**src/rtl/game_pkg.sv**
```systemverilog
// Shared definitions for the reaction-game round sequencer: state encoding,
// LED width, LFSR taps/seed and small pure helpers used by the controller.
package game_pkg;

  localparam int LED_W  = 8;
  localparam int LFSR_W = 16;
  localparam int IDX_W  = $clog2(LED_W);

  // Taps 16,14,13,11 expressed as a bit mask over lfsr[15:0]
  localparam logic [LFSR_W-1:0] LFSR_TAPS = 16'hB400;

  localparam int                DEFAULT_DEBOUNCE_CYCLES = 500000;
  localparam logic [LFSR_W-1:0] DEFAULT_LFSR_SEED       = 16'hACE1;

  localparam logic [7:0] SCORE_MAX = 8'hFF;

  typedef enum logic [2:0] {
    IDLE         = 3'd0,
    ARM          = 3'd1,
    WAIT_MATCH   = 3'd2,
    WAIT_RELEASE = 3'd3,
    OVER         = 3'd4
  } state_t;

  function automatic logic [LFSR_W-1:0] lfsr_next(input logic [LFSR_W-1:0] cur);
    return {cur[LFSR_W-2:0], ^(cur & LFSR_TAPS)};
  endfunction

  // Never repeat the same LED twice in a row: bump a repeated index by one.
  function automatic logic [IDX_W-1:0] pick_index(input logic [IDX_W-1:0] raw,
                                                   input logic [IDX_W-1:0] prev);
    logic [IDX_W-1:0] bumped;
    bumped = raw + IDX_W'(1);
    return (raw == prev) ? bumped : raw;
  endfunction

endpackage

```
**src/rtl/input_debouncer.sv**
```systemverilog
// Two-flop synchroniser per player input followed by a whole-vector debouncer:
// deb only takes a new value once the synced vector has held it for DEBOUNCE_CYCLES.
module input_debouncer
  import game_pkg::*;
#(
  parameter int DEBOUNCE_CYCLES = DEFAULT_DEBOUNCE_CYCLES
) (
  input  logic             clk,
  input  logic             reset,
  input  logic [LED_W-1:0] raw,
  output logic [LED_W-1:0] deb
);

  localparam int               CNT_W   = $clog2(DEBOUNCE_CYCLES + 1);
  localparam logic [CNT_W-1:0] CNT_MAX = CNT_W'(DEBOUNCE_CYCLES);

  logic [LED_W-1:0] sync_meta;
  logic [LED_W-1:0] sync_out;
  logic [LED_W-1:0] candidate;
  logic [CNT_W-1:0] stable_cnt;
  logic [CNT_W-1:0] stable_cnt_next;
  logic             changed;

  assign changed = (sync_out != candidate);

  // The cycle a new value appears counts as its first stable cycle; the count
  // saturates so a long-held vector keeps deb pinned without wrapping.
  always_comb begin
    stable_cnt_next = stable_cnt;
    if (changed) begin
      stable_cnt_next = CNT_W'(1);
    end else if (stable_cnt != CNT_MAX) begin
      stable_cnt_next = stable_cnt + CNT_W'(1);
    end
  end

  always_ff @(posedge clk) begin
    if (reset) begin
      sync_meta  <= '0;
      sync_out   <= '0;
      candidate  <= '0;
      stable_cnt <= '0;
      deb        <= '0;
    end else begin
      sync_meta  <= raw;
      sync_out   <= sync_meta;
      stable_cnt <= stable_cnt_next;
      if (changed) begin
        candidate <= sync_out;
      end else if (stable_cnt_next == CNT_MAX) begin
        deb <= candidate;
      end
    end
  end

endmodule

```
**src/rtl/round_controller.sv**
```systemverilog
// Game-round sequencer: debounced player inputs, pseudo-random one-hot target,
// match detection, saturating score and game start/stop handshake with the timer.
module round_controller
  import game_pkg::*;
#(
  parameter int                DEBOUNCE_CYCLES = DEFAULT_DEBOUNCE_CYCLES,
  parameter logic [LFSR_W-1:0] LFSR_SEED       = DEFAULT_LFSR_SEED
) (
  input  logic             clk,
  input  logic             reset,
  input  logic             start,
  input  logic             timer_done,
  input  logic [LED_W-1:0] buttons,
  output logic [LED_W-1:0] target,
  output logic [7:0]       score,
  output logic             hit,
  output logic             playing,
  output logic             game_over,
  output logic             timer_restart
);

  state_t            state;
  state_t            next_state;
  logic [LED_W-1:0]  deb;
  logic [LFSR_W-1:0] lfsr;
  logic [IDX_W-1:0]  prev_idx;
  logic [IDX_W-1:0]  pick_idx;
  logic [LED_W-1:0]  pick_target;

  logic [LED_W-1:0]  target_d;
  logic [7:0]        score_d;
  logic              hit_d;
  logic              playing_d;
  logic              game_over_d;
  logic              timer_restart_d;
  logic [IDX_W-1:0]  prev_idx_d;

  input_debouncer #(
    .DEBOUNCE_CYCLES(DEBOUNCE_CYCLES)
  ) u_debouncer (
    .clk  (clk),
    .reset(reset),
    .raw  (buttons),
    .deb  (deb)
  );

  // Free-running so the pattern depends on how long the player waited.
  always_ff @(posedge clk) begin
    if (reset) begin
      lfsr <= LFSR_SEED;
    end else begin
      lfsr <= lfsr_next(lfsr);
    end
  end

  assign pick_idx    = pick_index(lfsr[IDX_W-1:0], prev_idx);
  assign pick_target = LED_W'(1) << pick_idx;

  always_ff @(posedge clk) begin
    if (reset) begin
      state <= IDLE;
    end else begin
      state <= next_state;
    end
  end

  // timer_done is checked before the match so an expiring timer always wins.
  always_comb begin
    next_state      = state;
    target_d        = target;
    score_d         = score;
    hit_d           = 1'b0;
    timer_restart_d = 1'b0;
    prev_idx_d      = prev_idx;

    case (state)
      IDLE, OVER: begin
        if (start) begin
          next_state = ARM;
        end
      end

      ARM: begin
        score_d         = 8'd0;
        timer_restart_d = 1'b1;
        target_d        = pick_target;
        prev_idx_d      = pick_idx;
        next_state      = WAIT_MATCH;
      end

      WAIT_MATCH: begin
        if (timer_done) begin
          next_state = OVER;
        end else if (deb == target) begin
          hit_d      = 1'b1;
          next_state = WAIT_RELEASE;
          if (score != SCORE_MAX) begin
            score_d = score + 8'd1;
          end
        end
      end

      WAIT_RELEASE: begin
        if (timer_done) begin
          next_state = OVER;
        end else if (deb == '0) begin
          target_d   = pick_target;
          prev_idx_d = pick_idx;
          next_state = WAIT_MATCH;
        end
      end

      default: begin
        next_state = IDLE;
      end
    endcase

    if (next_state == IDLE || next_state == OVER) begin
      target_d = '0;
    end
    playing_d   = (next_state == ARM) || (next_state == WAIT_MATCH) ||
                  (next_state == WAIT_RELEASE);
    game_over_d = (next_state == OVER);
  end

  always_ff @(posedge clk) begin
    if (reset) begin
      target        <= '0;
      score         <= 8'd0;
      hit           <= 1'b0;
      playing       <= 1'b0;
      game_over     <= 1'b0;
      timer_restart <= 1'b0;
      prev_idx      <= '0;
    end else begin
      target        <= target_d;
      score         <= score_d;
      hit           <= hit_d;
      playing       <= playing_d;
      game_over     <= game_over_d;
      timer_restart <= timer_restart_d;
      prev_idx      <= prev_idx_d;
    end
  end

endmodule

```
**config.mk**
```make
export PLATFORM = sky130hd
export DESIGN_NAME = round_controller
export DESIGN_NICKNAME = d
export VERILOG_FILES = /design/src/rtl/game_pkg.sv /design/src/rtl/input_debouncer.sv /design/src/rtl/round_controller.sv
export SDC_FILE = /design/constraint.sdc
export NUM_CORES = 1
export LEC_CHECK = 0
export CAP_MARGIN = 15
export CORE_MARGIN = 4
export CORE_UTILIZATION = 60
export CTS_BUF_LIST = sky130_fd_sc_hd__clkbuf_4
export DETAILED_ROUTE_END_ITERATION = 8
export PLACE_DENSITY = 0.82
export REMOVE_ABC_BUFFERS = 1
export SLEW_MARGIN = 25
export SYNTH_ARGS = -nofsm -noshare
export SYNTH_HDL_FRONTEND = slang
export SYNTH_SLANG_ARGS = --single-unit
```
**constraint.sdc**
```tcl
create_clock -name clk -period 3.3 [get_ports clk]
set_input_delay 0.66 -clock clk [delete_from_list [all_inputs] [get_ports clk]]
set_output_delay 0.66 -clock clk [all_outputs]
set_load 0.01 [all_outputs]
```
Word-level counts from Yosys, hierarchy flattened
Cells that the tools add are included.
{"block": "op_classes", "addsub": 3, "eq_ne": 19, "shift": 1, "n_mux": 21, "n_bitwise": 2, "reduce_logical": 15}
{"op": "two-way mux 8 bit", "n": 5}
{"op": "two-way mux 19 bit", "n": 2}
{"op": "case mux 8 bit (2 select lines)", "n": 2}
{"op": "two-way mux 3 bit", "n": 8}
{"op": "adder 19 x 1 -> 19 bit (second input constant)", "n": 1}
{"op": "== test 19 bit (second input constant)", "n": 1}
{"op": "!= test 19 bit (second input constant)", "n": 1}
{"op": "XOR reduction 16 bit", "n": 1}
{"op": "== test 3 x 2 -> 1 bit (second input constant)", "n": 4}
{"op": "case mux 3 bit (4 select lines)", "n": 1}
{"op": "!= test 2 bit (second input constant)", "n": 5}
{"op": "adder 8 x 1 -> 8 bit (second input constant)", "n": 1}
{"op": "== test 8 bit", "n": 1}
{"op": "logical NOT 8 bit", "n": 1}
{"op": "!= test 8 bit", "n": 1}
{"op": "!= test 8 bit (second input constant)", "n": 1}
{"op": "<< shifter 1 x 3 -> 8 bit (first input constant)", "n": 1}
{"op": "== test 3 x 1 -> 1 bit (second input constant)", "n": 2}
{"op": "== test 3 bit (second input constant)", "n": 2}
{"op": "logical NOT 3 bit", "n": 2}
{"op": "case mux 3 bit (2 select lines)", "n": 1}
{"op": "AND reduction 4 bit", "n": 1}
{"op": "nonzero test 2 bit", "n": 2}
{"op": "OR reduction 2 bit", "n": 2}
{"op": "8 further kinds", "n": 12}
{"block": "word_totals", "register_bits": 93, "input_bits": 12}

Logic depth before layout (Yosys ltp)
Gate-level depths: netlist (run 1).
{"block": "logic_depth", "ltp_word": 7, "mapped_depth": 9}

By module
From an unflattened synthesis (run 1), not the netlist that was laid out.
{"block": "hier_totals", "cells_unflattened": 460, "hier_area_um2": 4181.5}
{"module": "input_debouncer", "n_inst": 1, "cells_each": 239, "area_each_um2": 2237.1, "seq_area_each_um2": 1021.0}
{"module": "round_controller", "n_inst": 1, "cells_each": 221, "area_each_um2": 1944.4, "seq_area_each_um2": 840.8}

Worst setup path after synthesis (run 1)
No wires, ideal clock.
{"block": "synth_timing", "path_kind": "register to register", "start": "register u_debouncer.stable_cnt[0]", "end": "register u_debouncer.deb[0]", "setup_time_ns": 0.072, "arrival_ns": 2.557, "required_ns": 3.228, "slack_ns": 0.671, "stages_incl_launch_ff": 10, "path_buffers": 1, "period_less_slack_ns": 2.629, "cell_sequence": "dfxtp_1 -> buf_2 -> inv_1 -> ha_1 -> or4b_1 -> or3_4 -> nor4_4 -> o21ai_2 -> nor4_4 -> mux2i_1"}
{"block": "synth_between", "elab_chain_cells": 5}
{"element": "start: declaration", "line": "input_debouncer.sv:20", "source": "logic [CNT_W-1:0] stable_cnt;"}
{"element": "start signal: assignment", "line": "input_debouncer.sv:47", "source": "stable_cnt <= stable_cnt_next;"}
{"element": "adder 19 x 1 -> 19 bit or != test 19 bit (tied branches)", "line": "input_debouncer.sv:33, input_debouncer.sv:32"}
{"element": "two-way mux 19 bit *", "line": "input_debouncer.sv:32", "source": "end else if (stable_cnt != CNT_MAX) begin"}
{"element": "two-way mux 19 bit *", "line": "input_debouncer.sv:30", "source": "if (changed) begin"}
{"element": "== test 19 bit *", "line": "input_debouncer.sv:50", "source": "end else if (stable_cnt_next == CNT_MAX) begin"}
{"element": "AND reduction 2 bit (no source line) *"}
{"element": "end signal: assignment", "line": "input_debouncer.sv:51", "source": "deb <= candidate;"}
{"element": "end: declaration", "line": "input_debouncer.sv:11", "source": "output logic [LED_W-1:0] deb"}
Mark *: on every way between the ends. The rest lies on a longest branch, timed or not.
A chain may end at the register's enable or synchronous reset.

Final worst setup path (run 1)
Ends and elaborated chain as after synthesis.

==> out/metrics.cfg, run 1 <==
[status]
outcome = complete, no violations

[sta]
rsz0062_at_grt = false
finalMaxSlewViolations = 0
achievable-frequency_mhz = 348
max_slew.worst_pin.slew_ps = 667
clock-skew-final_ps = 25.1
fin_crit_ps = 2870
fin_crit_sh = 0.871
layout_setup_ws_ps = 427
timing.final.hold_violations = 0
totalNegativeSetupSlack_ps = 0
slew_headroom = 0.552
report.final.setup_viol = 0

[setup_path]
slowest_stage = sky130_fd_sc_hd__nor4_4
startpoint = u_debouncer.stable_cnt[0]
critPathMostFrequentCell = sky130_fd_sc_hd__nor4_4
timing.critical_path.slowest_cell_delay_ps = 630
worstSetupStartpointType = register
worst_setup_path_end_kind = register
critical_path.cell_chain = inv_1 -> ha_1 -> or4b_1 -> or3_4 -> nor4_4 -> o21ai_2 -> nor4_4 -> mux2i_1
cp_data_arrival_time_ps = 3230
crit_path_max_fanout = 10
regToRegStartpoint = u_debouncer.stable_cnt[0]
cp_data_required_time_ps = 3660
cp.buffers_inverters = 1
setup.worst_path.class = register to register
critical-path-top-delay-family = simple AND/OR/NAND/NOR gates

[cts]
cts_hold_buffers = 0
cts_root_buffer = sky130_fd_sc_hd__clkbuf_4
post_cts_resize_count = 0
htree_num_levels = 3
cts.clk_slew.worst_paths_ps = 140
tritoncts = built
numClockSinks = 93
numCtsBuffers = 9
worstSkewPairLatency_ps = 440
clock_tree.buffer_depth = 2
cts_post_setup_buffers_inserted = 0

[yosys]
async_flop_share = 0
synth_area_leaders = sky130_fd_sc_hd__dfxtp_1, sky130_fd_sc_hd__xnor2_1, sky130_fd_sc_hd__nor2b_1
most_instantiated_library_cell_after_synthesis = sky130_fd_sc_hd__dfxtp_1
synth_sequential_area_ratio = 0.470
synthDominantAreaCellType = sky130_fd_sc_hd__dfxtp_1
synth-edff-count = 0
yosysUniqueCellTypes = 50
synth_common_cells = sky130_fd_sc_hd__dfxtp_1, sky130_fd_sc_hd__nor2_1, sky130_fd_sc_hd__nor2b_1
synth-warning-count = 0
post_synth_inst_count = 423
synthFlopType = sky130_fd_sc_hd__dfxtp_1
synthesis.area_sq_mm = 0.00396
synth_top_cell_area_share = 0.470
syn_avg_cell_area_sq_um = 9.36
postSynthRegisterBits = 93

[route]
route.antenna.remaining_nets = 0
routed_wire_length_per_instance_um = 13.7
dr_total_vias = 2885
drc = 0
first_iter_violations = 210
detail_route.vias_per_cell = 5.46
finalWirelength_um = 7260
first_pass_iters = 5

[floorplan]
io_pins = 32
start_util = 0.620
die-width_um = 89.2
core.rowCount = 29
chipHeight_um = 89.2
core_region_area_sq_mm = 0.00639
dieArea_sq_mm = 0.00796

[finish]
antenna_cells_inserted = 0
drive_above_1_share = 0.0776
area_growth_syn_to_layout_pct = 11.1
layout.cell_area.non_filler_sq_mm = 0.00440
nets = 462
layout.filler_cells = 488

[pwr]
ir_drop_v = 0.000530
total_leakage_power_nw = 1.54
power.density_cell_area_mw_per_mm2 = 437

[placement]
gpl_congestion = 0.887
detailed_place_hpwl_um = 5310
portBuffers = 31
postPlaceCellArea_sq_mm = 0.00428
pre_cts_ws_ps = 451

[global_routing]
overflow = 0
grt_total_usage = 0.202
grt.met3_usage = 0.0544
globalRouteMet1Util = 0.262
vias_in_the_first_global_route = 2687
groute.layer.met2.usage = 0.330
grt_antenna_before_repair = 0
first_pass_grt_wire_length_um = 12400
grt_start_max_net_pins = 44
global_route.peak_usage_layer = met2

[worst_hold_path]
timing.hold.worst.class = register to register
hold_path_startpoint = lfsr[14]

[job]
cap_viol_max_count = 0

[per-layer routing]
layer / wire length (um) / share of wire
met5: 0 / 0
met4: 144 / 0.020
met3: 263 / 0.036
met2: 3490 / 0.48
met1: 3370 / 0.46
[power breakdown]
group | total [mW] | internal (mW) | switching [mW]
clock | 0.550 | 0.170 | 0.380
sequential | 1.19 | 1.16 | 0.0294
combinational | 0.183 | 0.0858 | 0.0973
total | 1.92 | 1.42 | 0.507
[path summary, 6_finish.rpt]
| kind | to | slack, ps | cells past startpoint |
|---|---|---|---|
| max | u_debouncer.deb[0] | 430 | 8 |
| min | lfsr[15] | 430 | 1 |
| max reg2reg | u_debouncer.deb[0] | 430 | 8 |
| min reg2reg | lfsr[15] | 430 | 1 |
[through the flow]
step | hold slack, ps | total power [mW] | instances | utilization
finish | 426 | 1.92 | 528 | 0.689
global route | 435 | 2.03 | 528 | 0.689
CTS | 427 | 1.95 | 528 | 0.689
detailed placement | 396 | 1.40 | 512 | 0.670
global placement | 393 | 1.39 | 512 | 0.670
floorplan | 389 | 1.33 | 403 | -
[sequential cells by signal, indices dropped and copies added (netlist names)]
signal	count
game_over	1
hit	1
lfsr	16
playing	1
prev_idx	3
score	8
state	3
target	8
timer_restart	1
u_debouncer.candidate	8
u_debouncer.deb	8
u_debouncer.stable_cnt	19
u_debouncer.sync_meta	8
u_debouncer.sync_out	8
[cell families (layout without fill, tap and decap cells)]
group,after synthesis,count (layout),share of synthesized area
AOI/OAI and AO/OA,44,44,0.0765
adders and majority gates,4,4,0.0126
xor gates and xnor gates,44,44,0.0973
and+or+nand+nor,197,197,0.284
buffers and inverters,30,58,0.0316
DFF,93,93,0.470
muxes,11,11,0.0278
[cells in the final DEF, fill, tap and decap left out, drive strengths merged, types with 3 or more instances in the layout]
cell type / count
a22oi: 6
xor2: 15
xnor2: 29
nand4: 10
nor3b: 4
o21a: 3
nand2: 14
or2: 9
nor2b: 37
o21ai: 5
or3: 4
clkbuf: 10
nand2b: 22
nand3: 11
nor2: 47
clkdlybuf4s50: 30
nand3b: 4
nor3: 10
mux2i: 11
dfxtp: 93
inv: 13
clkinv: 3
nor4: 14
ha: 4
a21oi: 15
[worst register-to-register path, stage by stage, from the launching register on]
cell and delay, ps:
sky130_fd_sc_hd__dfxtp_1 450, sky130_fd_sc_hd__inv_1 140, sky130_fd_sc_hd__ha_1 150, sky130_fd_sc_hd__or4b_1 440
sky130_fd_sc_hd__or3_4 380, sky130_fd_sc_hd__nor4_4 250, sky130_fd_sc_hd__o21ai_2 110, sky130_fd_sc_hd__nor4_4 630
sky130_fd_sc_hd__mux2i_1 260
[area by class of cell]
type,count,area [sq um],share of cell area
clock buffers,10,75.1,0.0171
flip-flops and latches,93,1860,0.423
multi-input cells,300,1970,0.448
well taps,77,96.3,0.0219
clock inverters,6,43.8,0.00995
inverters,10,37.5,0.00853
repair buffers,32,313,0.0711
(Power assumes the default switching activity.)
==> inputs of run 2 (changes only) <==
--- a/config.mk
+++ b/config.mk
@@ -7,12 +7,13 @@
 export LEC_CHECK = 0
 export CAP_MARGIN = 15
 export CORE_MARGIN = 4
-export CORE_UTILIZATION = 60
+export CORE_UTILIZATION = 54
 export CTS_BUF_LIST = sky130_fd_sc_hd__clkbuf_4
 export DETAILED_ROUTE_END_ITERATION = 8
-export PLACE_DENSITY = 0.82
+export PLACE_DENSITY = 0.78
 export REMOVE_ABC_BUFFERS = 1
 export SLEW_MARGIN = 25
 export SYNTH_ARGS = -nofsm -noshare
 export SYNTH_HDL_FRONTEND = slang
 export SYNTH_SLANG_ARGS = --single-unit
+export TNS_END_PERCENT = 20
==> constraint.sdc (replaced) <==
create_clock -name clk -period 2.49 [get_ports clk]
set_input_delay 0.498 -clock clk [delete_from_list [all_inputs] [get_ports clk]]
set_output_delay 0.498 -clock clk [all_outputs]
set_load 0.01 [all_outputs]
==> run 2 against run 1 <==
Sequential share of layout area shrank 2.2 points. Total power rose by 47%. Via count rose by 3.2%. Clock skew shrank 6.8 ps. Count of clock-buffer cells in the layout fell by 1. Non-clock buffer count grew 19. Critical path type unchanged.
==> out/metrics.cfg, run 2 (synthesis results as in run 1) <==
[floorplan]
core_region_area_sq_mm = 0.00694  ; +8.7%
io_pins = 32  ; unchanged
dieArea_sq_mm = 0.00876  ; +10%
die-width_um = 93.6  ; +4.9%
core.rowCount = 30  ; +3.4%
start_util = 0.570  ; -0.0498
chipHeight_um = 93.6  ; +4.9%

[route]
drc = 0  ; unchanged
wl_met2_um = 3380  ; -3.2%
met1Wirelength_um = 3560  ; +5.9%
met3_wirelength_um = 271  ; +3.0%
first_pass_iters = 4  ; -1
first_iter_violations = 135  ; -36%
detail_route.vias_per_cell = 5.27  ; -3.6%
dr_total_vias = 2976  ; +3.2%
topRoutingLayerUsed = met4
route.antenna.remaining_nets = 0  ; unchanged
routed_wire_length_per_instance_um = 12.9  ; -6.1%
finalWirelength_um = 7290  ; +0.47%

[placement]
detailed_place_hpwl_um = 5220  ; -1.7%
gpl_congestion = 0.874  ; -1.4%
postPlaceCellArea_sq_mm = 0.00443  ; +3.5%
pre_cts_ws_ps = -17.4  ; -468 ps
numPlacedInstances = 546  ; +6.6%
portBuffers = 31  ; unchanged

[pwr]
power.switching_mw = 0.658  ; +30%
cell_internal_power_mw = 2.17  ; +53%
swShare = 0.233  ; -0.0308
ir_drop_v = 0.000470  ; -11%
total_leakage_power_nw = 1.65  ; +7.6%
power.clock.fraction = 0.351  ; +0.065
power.share.combinational = 0.094  ; about the same
power.density_cell_area_mw_per_mm2 = 607  ; +39%
portion_of_total_power_attributed_to_sequential_cells = 0.555  ; -0.064

[cts]
tritoncts = built
cts_root_buffer = sky130_fd_sc_hd__clkbuf_4
worstSkewPairLatency_ps = 420  ; -20 ps
numClockSinks = 93  ; unchanged
htree_num_levels = 3  ; unchanged
clock_tree.buffer_depth = 2  ; unchanged
numCtsBuffers = 9  ; unchanged
cts.clk_slew.worst_paths_ps = 150  ; about the same

[finish]
largestRegisters = u_debouncer.stable_cnt x19, lfsr x16
area_growth_syn_to_layout_pct = 17.7
layout.filler_cells = 559  ; +15%
multi_input_area_sq_mm = 0.00199  ; +0.83%
drive_above_1_share = 0.126  ; +0.0482
nets = 481  ; +4.1%
layout.cells.most_common_list = sky130_fd_sc_hd__dfxtp_1, sky130_fd_sc_hd__nor2_1, sky130_fd_sc_hd__nor2b_1
layout.cell_area.non_filler_sq_mm = 0.00466  ; +5.9%
largest-register = u_debouncer.stable_cnt
register_area_sq_mm = 0.00187  ; +0.40%
antenna_cells_inserted = 0  ; unchanged
final_common_cell = sky130_fd_sc_hd__dfxtp_1
layoutNonFillerInstCount = 565  ; +7.0%
largest_register_ffs = 19  ; unchanged

[setup_path]
worst_setup_path_end_kind = register
r2r_setup_slack_ps = 50  ; -380 ps
cp_data_required_time_ps = 2830  ; -830 ps
startpoint = u_debouncer.stable_cnt[1]
regToRegStartpoint = u_debouncer.stable_cnt[1]
worst_reg_to_reg_cells = 9  ; +1
cp_data_arrival_time_ps = 2780  ; -450 ps
critical_path_capture_point = u_debouncer.deb[2]
r2r_end = u_debouncer.deb[2]
setup.worst_path.class = register to register
worstSetupStartpointType = register
crit_path_max_fanout = 8  ; -2

[sta]
slew_headroom = 0.595  ; +0.0430
layout_setup_ws_ps = 50.6  ; -376 ps
rsz0062_at_grt = true
timing.final.hold_violations = 0  ; unchanged
finalMaxSlewViolations = 0  ; unchanged
clock-skew-final_ps = 18.4  ; -6.77 ps
report.final.setup_viol = 0  ; unchanged
fin_crit_ps = 2440  ; -434 ps
max_slew.worst_pin.slew_ps = 607  ; -59.5 ps
achievable-frequency_mhz = 410  ; +18%
fin_crit_sh = 0.980  ; +0.109

[global_routing]
grt_total_usage = 0.179  ; -0.0234
grt_antenna_before_repair = 0  ; unchanged
overflow = 0  ; unchanged
grt_start_max_net_pins = 46  ; +4.5%
vias_in_the_first_global_route = 2780  ; +3.5%
first_pass_grt_wire_length_um = 12700  ; +2.3%

[worst_hold_path]
hold_path_startpoint = lfsr[4]
timing.hold.worst.class = register to register

[status]
outcome = complete, no violations

[job]
cap_viol_max_count = 0  ; unchanged

[run 2: power by group through the flow]
stage          logic [mW]  registers (mW)  clock network [mW]
2_1_floorplan       0.161            1.60                   0
3_3_place_gp        0.253            1.60                   0
3_5_place_dp        0.258            1.61                   0
4_1_cts             0.264            1.57                1.01
5_1_grt             0.294            1.58                1.08
6_report            0.266            1.57               0.992
[run 2: area by class of cell]
class                   count  share of cell area
repair buffers             51               0.100
inverters                  10             0.00805
flip-flops and latches     93               0.401
well taps                  96              0.0258
clock buffers               9              0.0145
clock inverters             6              0.0236
multi-input cells         300               0.427
[run 2: metrics by stage]
stage | setup TNS (ps) | power, mW | hold slack [ps] | util
3_5_place_dp | -24.2 | 1.86 | 397 | 0.638
3_3_place_gp | 0 | 1.86 | 396 | 0.638
2_1_floorplan | -748 | 1.76 | 389 | -
4_1_cts | 0 | 2.85 | 436 | 0.667
6_report | 0 | 2.83 | 432 | 0.671
5_1_grt | -504 | 2.95 | 450 | 0.671
[run 2: worst min path at each step]
stage | cells after the start | endpoint
detailed placement | 1 | lfsr[5]
floorplan | 1 | lfsr[10]
global route | 1 | lfsr[5]
CTS | 1 | lfsr[5]
finish | 1 | lfsr[5]
global placement | 1 | lfsr[10]
[run 2: routing by layer]
layer  vias up  track usage
li1       1524            -
met1      1387        0.238
met2        56        0.285
met3         9       0.0434
met4         0       0.0626
met5         -            0
[run 2: critical path: stages, from the launching register on]
cell,delay (ps)
sky130_fd_sc_hd__dfxtp_4,370
sky130_fd_sc_hd__inv_1,50
sky130_fd_sc_hd__ha_1,120
sky130_fd_sc_hd__or4b_1,440
sky130_fd_sc_hd__or3_4,370
sky130_fd_sc_hd__nor4_4,230
sky130_fd_sc_hd__o21ai_2,110
sky130_fd_sc_hd__nor4_4,310
sky130_fd_sc_hd__buf_12,170
sky130_fd_sc_hd__mux2i_1,200
[run 2: timing repair]
item                       4_1_cts  5_1_grt
pin swaps                        3        2
hold buffers                     0        0
setup endpoints to repair        8        8
gates resized for setup          6        3
setup buffers                    2        2
==> inputs of run 3 (changes only) <==
--- a/config.mk
+++ b/config.mk
@@ -6,7 +6,6 @@
 export NUM_CORES = 1
 export LEC_CHECK = 0
 export CAP_MARGIN = 15
-export CORE_MARGIN = 4
 export CORE_UTILIZATION = 54
 export CTS_BUF_LIST = sky130_fd_sc_hd__clkbuf_4
 export DETAILED_ROUTE_END_ITERATION = 8
==> run 3 against run 2 <==
The run now ends with setup timing left. Sequential share of layout area shrank 0.70 points. Fmax fell by 3.1%. Wire length is 7.6% higher. Clock skew is 6.2 ps lower. Critical path depth did not move. Largest power group unchanged.
==> out/metrics.cfg, run 3 (synthesis results as in run 1) <==
[status]
outcome = finished with violations
failed_checks = setup timing

[pwr]
total_leakage_power_nw = 1.70  ; +2.7%
portion_of_total_power_attributed_to_sequential_cells = 0.568  ; +0.013
power.switching_mw = 0.683  ; +3.7%
power.density_cell_area_mw_per_mm2 = 583  ; -3.9%
cell_internal_power_mw = 2.08  ; -3.9%
power.share.combinational = 0.100  ; +0.006
report.power.total_mw = 2.77  ; -2.1%
ir_drop_v = 0.000463  ; -1.5%
swShare = 0.247  ; +0.0140
power.clock.fraction = 0.332  ; -0.019

[finish]
area_growth_syn_to_layout_pct = 19.9
largest_register_ffs = 19  ; unchanged
antenna_cells_inserted = 0  ; unchanged
largest-register = u_debouncer.stable_cnt
layoutNonFillerInstCount = 574  ; +1.6%
drive_above_1_share = 0.155  ; +0.0290
largestRegisters = u_debouncer.stable_cnt x19, lfsr x16
layout.cells.most_common_list = sky130_fd_sc_hd__dfxtp_1, sky130_fd_sc_hd__nor2_1, sky130_fd_sc_hd__nor2b_1
final_common_cell = sky130_fd_sc_hd__dfxtp_1
nets = 490  ; +1.9%

[cts]
clock_tree.buffer_depth = 2  ; unchanged
tritoncts = built
numCtsBuffers = 9  ; unchanged
htree_num_levels = 3  ; unchanged
numClockSinks = 93  ; unchanged
cts.clk_slew.worst_paths_ps = 150  ; about the same
cts_root_buffer = sky130_fd_sc_hd__clkbuf_4
worstSkewPairLatency_ps = 440  ; +20 ps

[sta]
slew_headroom = 0.563  ; -0.0319
report.final.setup_viol = 5  ; +5
finalMaxSlewViolations = 0  ; unchanged
achievable-frequency_mhz = 397  ; -3.1%
final.hold.worst_slack_ps = 427  ; -4.72 ps
layout_setup_ws_ps = -26.9  ; -77.6 ps
max_slew.worst_pin.slew_ps = 655  ; +47.8 ps
fin_crit_ps = 2520  ; +77.6 ps
fin_crit_sh = 1.01  ; +0.0311
clock-skew-final_ps = 12.2  ; -6.21 ps
timing.final.hold_violations = 0  ; unchanged
rsz0062_at_grt = true

[global_routing]
grt.met3_usage = 0.0726  ; +0.0291
overflow = 0  ; unchanged
first_pass_grt_wire_length_um = 13000  ; +2.7%
groute.layer.met2.usage = 0.373  ; +0.0882
global_route.peak_usage_layer = met2
vias_in_the_first_global_route = 2928  ; +5.3%
grt_antenna_before_repair = 0  ; unchanged
grt_total_usage = 0.219  ; +0.0399
grt_start_max_net_pins = 27  ; -41%
globalRouteMet1Util = 0.258  ; +0.0200

[setup_path]
cp_data_required_time_ps = 2870  ; +40 ps
cp_data_arrival_time_ps = 2900  ; +120 ps
critical_path.cell_chain = inv_4 -> ha_4 -> or4b_4 -> or3_4 -> nor4_4 -> o21ai_2 -> nor4_4 -> buf_12 -> mux2i_4
slowest_stage = sky130_fd_sc_hd__or4b_4
crit_path_max_fanout = 8  ; unchanged
worst_setup_path_end_kind = register
timing.critical_path.slowest_cell_delay_ps = 440  ; about the same
worstSetupStartpointType = register
setup.worst_path.class = register to register
critPathMostFrequentCell = sky130_fd_sc_hd__nor4_4

[floorplan]
chipHeight_um = 87.6  ; -6.4%
core_region_area_sq_mm = 0.00694  ; unchanged
io_pins = 32  ; unchanged
dieArea_sq_mm = 0.00768  ; -12%
die-width_um = 87.6  ; -6.4%
core.rowCount = 30  ; unchanged
start_util = 0.570  ; unchanged

[route]
first_pass_iters = 5  ; +1
routed_wire_length_per_instance_um = 13.7  ; +5.9%
route.antenna.remaining_nets = 0  ; unchanged
dr_total_vias = 3107  ; +4.4%
detail_route.vias_per_cell = 5.41  ; +2.8%
drc = 0  ; unchanged
first_iter_violations = 144  ; +6.7%
finalWirelength_um = 7850  ; +7.6%

[placement]
pre_cts_ws_ps = -40.3  ; -22.9 ps
portBuffers = 31  ; unchanged
numPlacedInstances = 553  ; +1.3%
gpl_congestion = 0.911  ; +4.2%
detailed_place_hpwl_um = 5320  ; +1.9%

[job]
cap_viol_max_count = 0  ; unchanged

[worst_hold_path]
timing.hold.worst.class = register to register

run 3: changes by cell type in the layout (fill, tap and decap cells not counted), sizes merged:
| cell | before | now |
|---|---|---|
| buf | 21 | 30 |
| inv | 11 | 12 |
| bufinv | 3 | 2 |
run 3: layout make-up:
class | count | area [sq um]
clock buffers | 9 | 67.6
clock inverters | 6 | 93.8
fillers | 546 | 2200
inverters | 10 | 42.5
multi-input cells | 300 | 2020
flip-flops and latches | 93 | 1870
well taps | 96 | 120
repair buffers | 60 | 536
run 3: per-layer routing:
metal	part of all wire	routed length, um
met2	0.48	3790
met4	0.028	217
met5	0	0
met1	0.43	3400
met3	0.056	437
run 3: final timing paths:
kind,from,endpoint,slack [ps],depth (start not counted)
hold reg to reg,lfsr[14],lfsr[15],430,1
setup / recovery,u_debouncer.stable_cnt[1],u_debouncer.deb[7],-30,9
hold / removal,lfsr[14],lfsr[15],430,1
setup reg to reg,u_debouncer.stable_cnt[1],u_debouncer.deb[7],-30,9
run 3: stage by stage:
stage | cell area (sq um) | TNS (ps) | util
floorplan | 3870 | -748 | -
global placement | 4480 | 0 | 0.645
detailed placement | 4480 | -183 | 0.645
CTS | 4720 | -9.02 | 0.680
global route | 4750 | -902 | 0.684
finish | 4750 | -66.1 | 0.684
run 3: worst max-delay path: cells and delay by family (launching register included):
family | cells | cell delay, ps
buffers and inverters | 2 | 240
adders and majority gates | 1 | 110
and+or+nand+nor | 4 | 1390
AOI/OAI and AO/OA | 1 | 110
DFF | 1 | 390
muxes | 1 | 210
run 3: power groups by stage:
stage                     Combinational (mW)  Sequential [mW]  Clock (mW)
after detailed placement               0.260             1.61           0
after CTS                              0.274             1.57       0.943
after global routing                   0.305             1.58        1.01
after global placement                 0.253             1.60           0
after floorplan                        0.161             1.60           0
final                                  0.277             1.57       0.919
run 3: repair_timing:
action,in CTS,in global routing
pin swaps,6,3
resized for setup,12,6
setup endpoints to repair,8,8
hold buffers,0,0
cloned,0,0
setup buffers,6,0
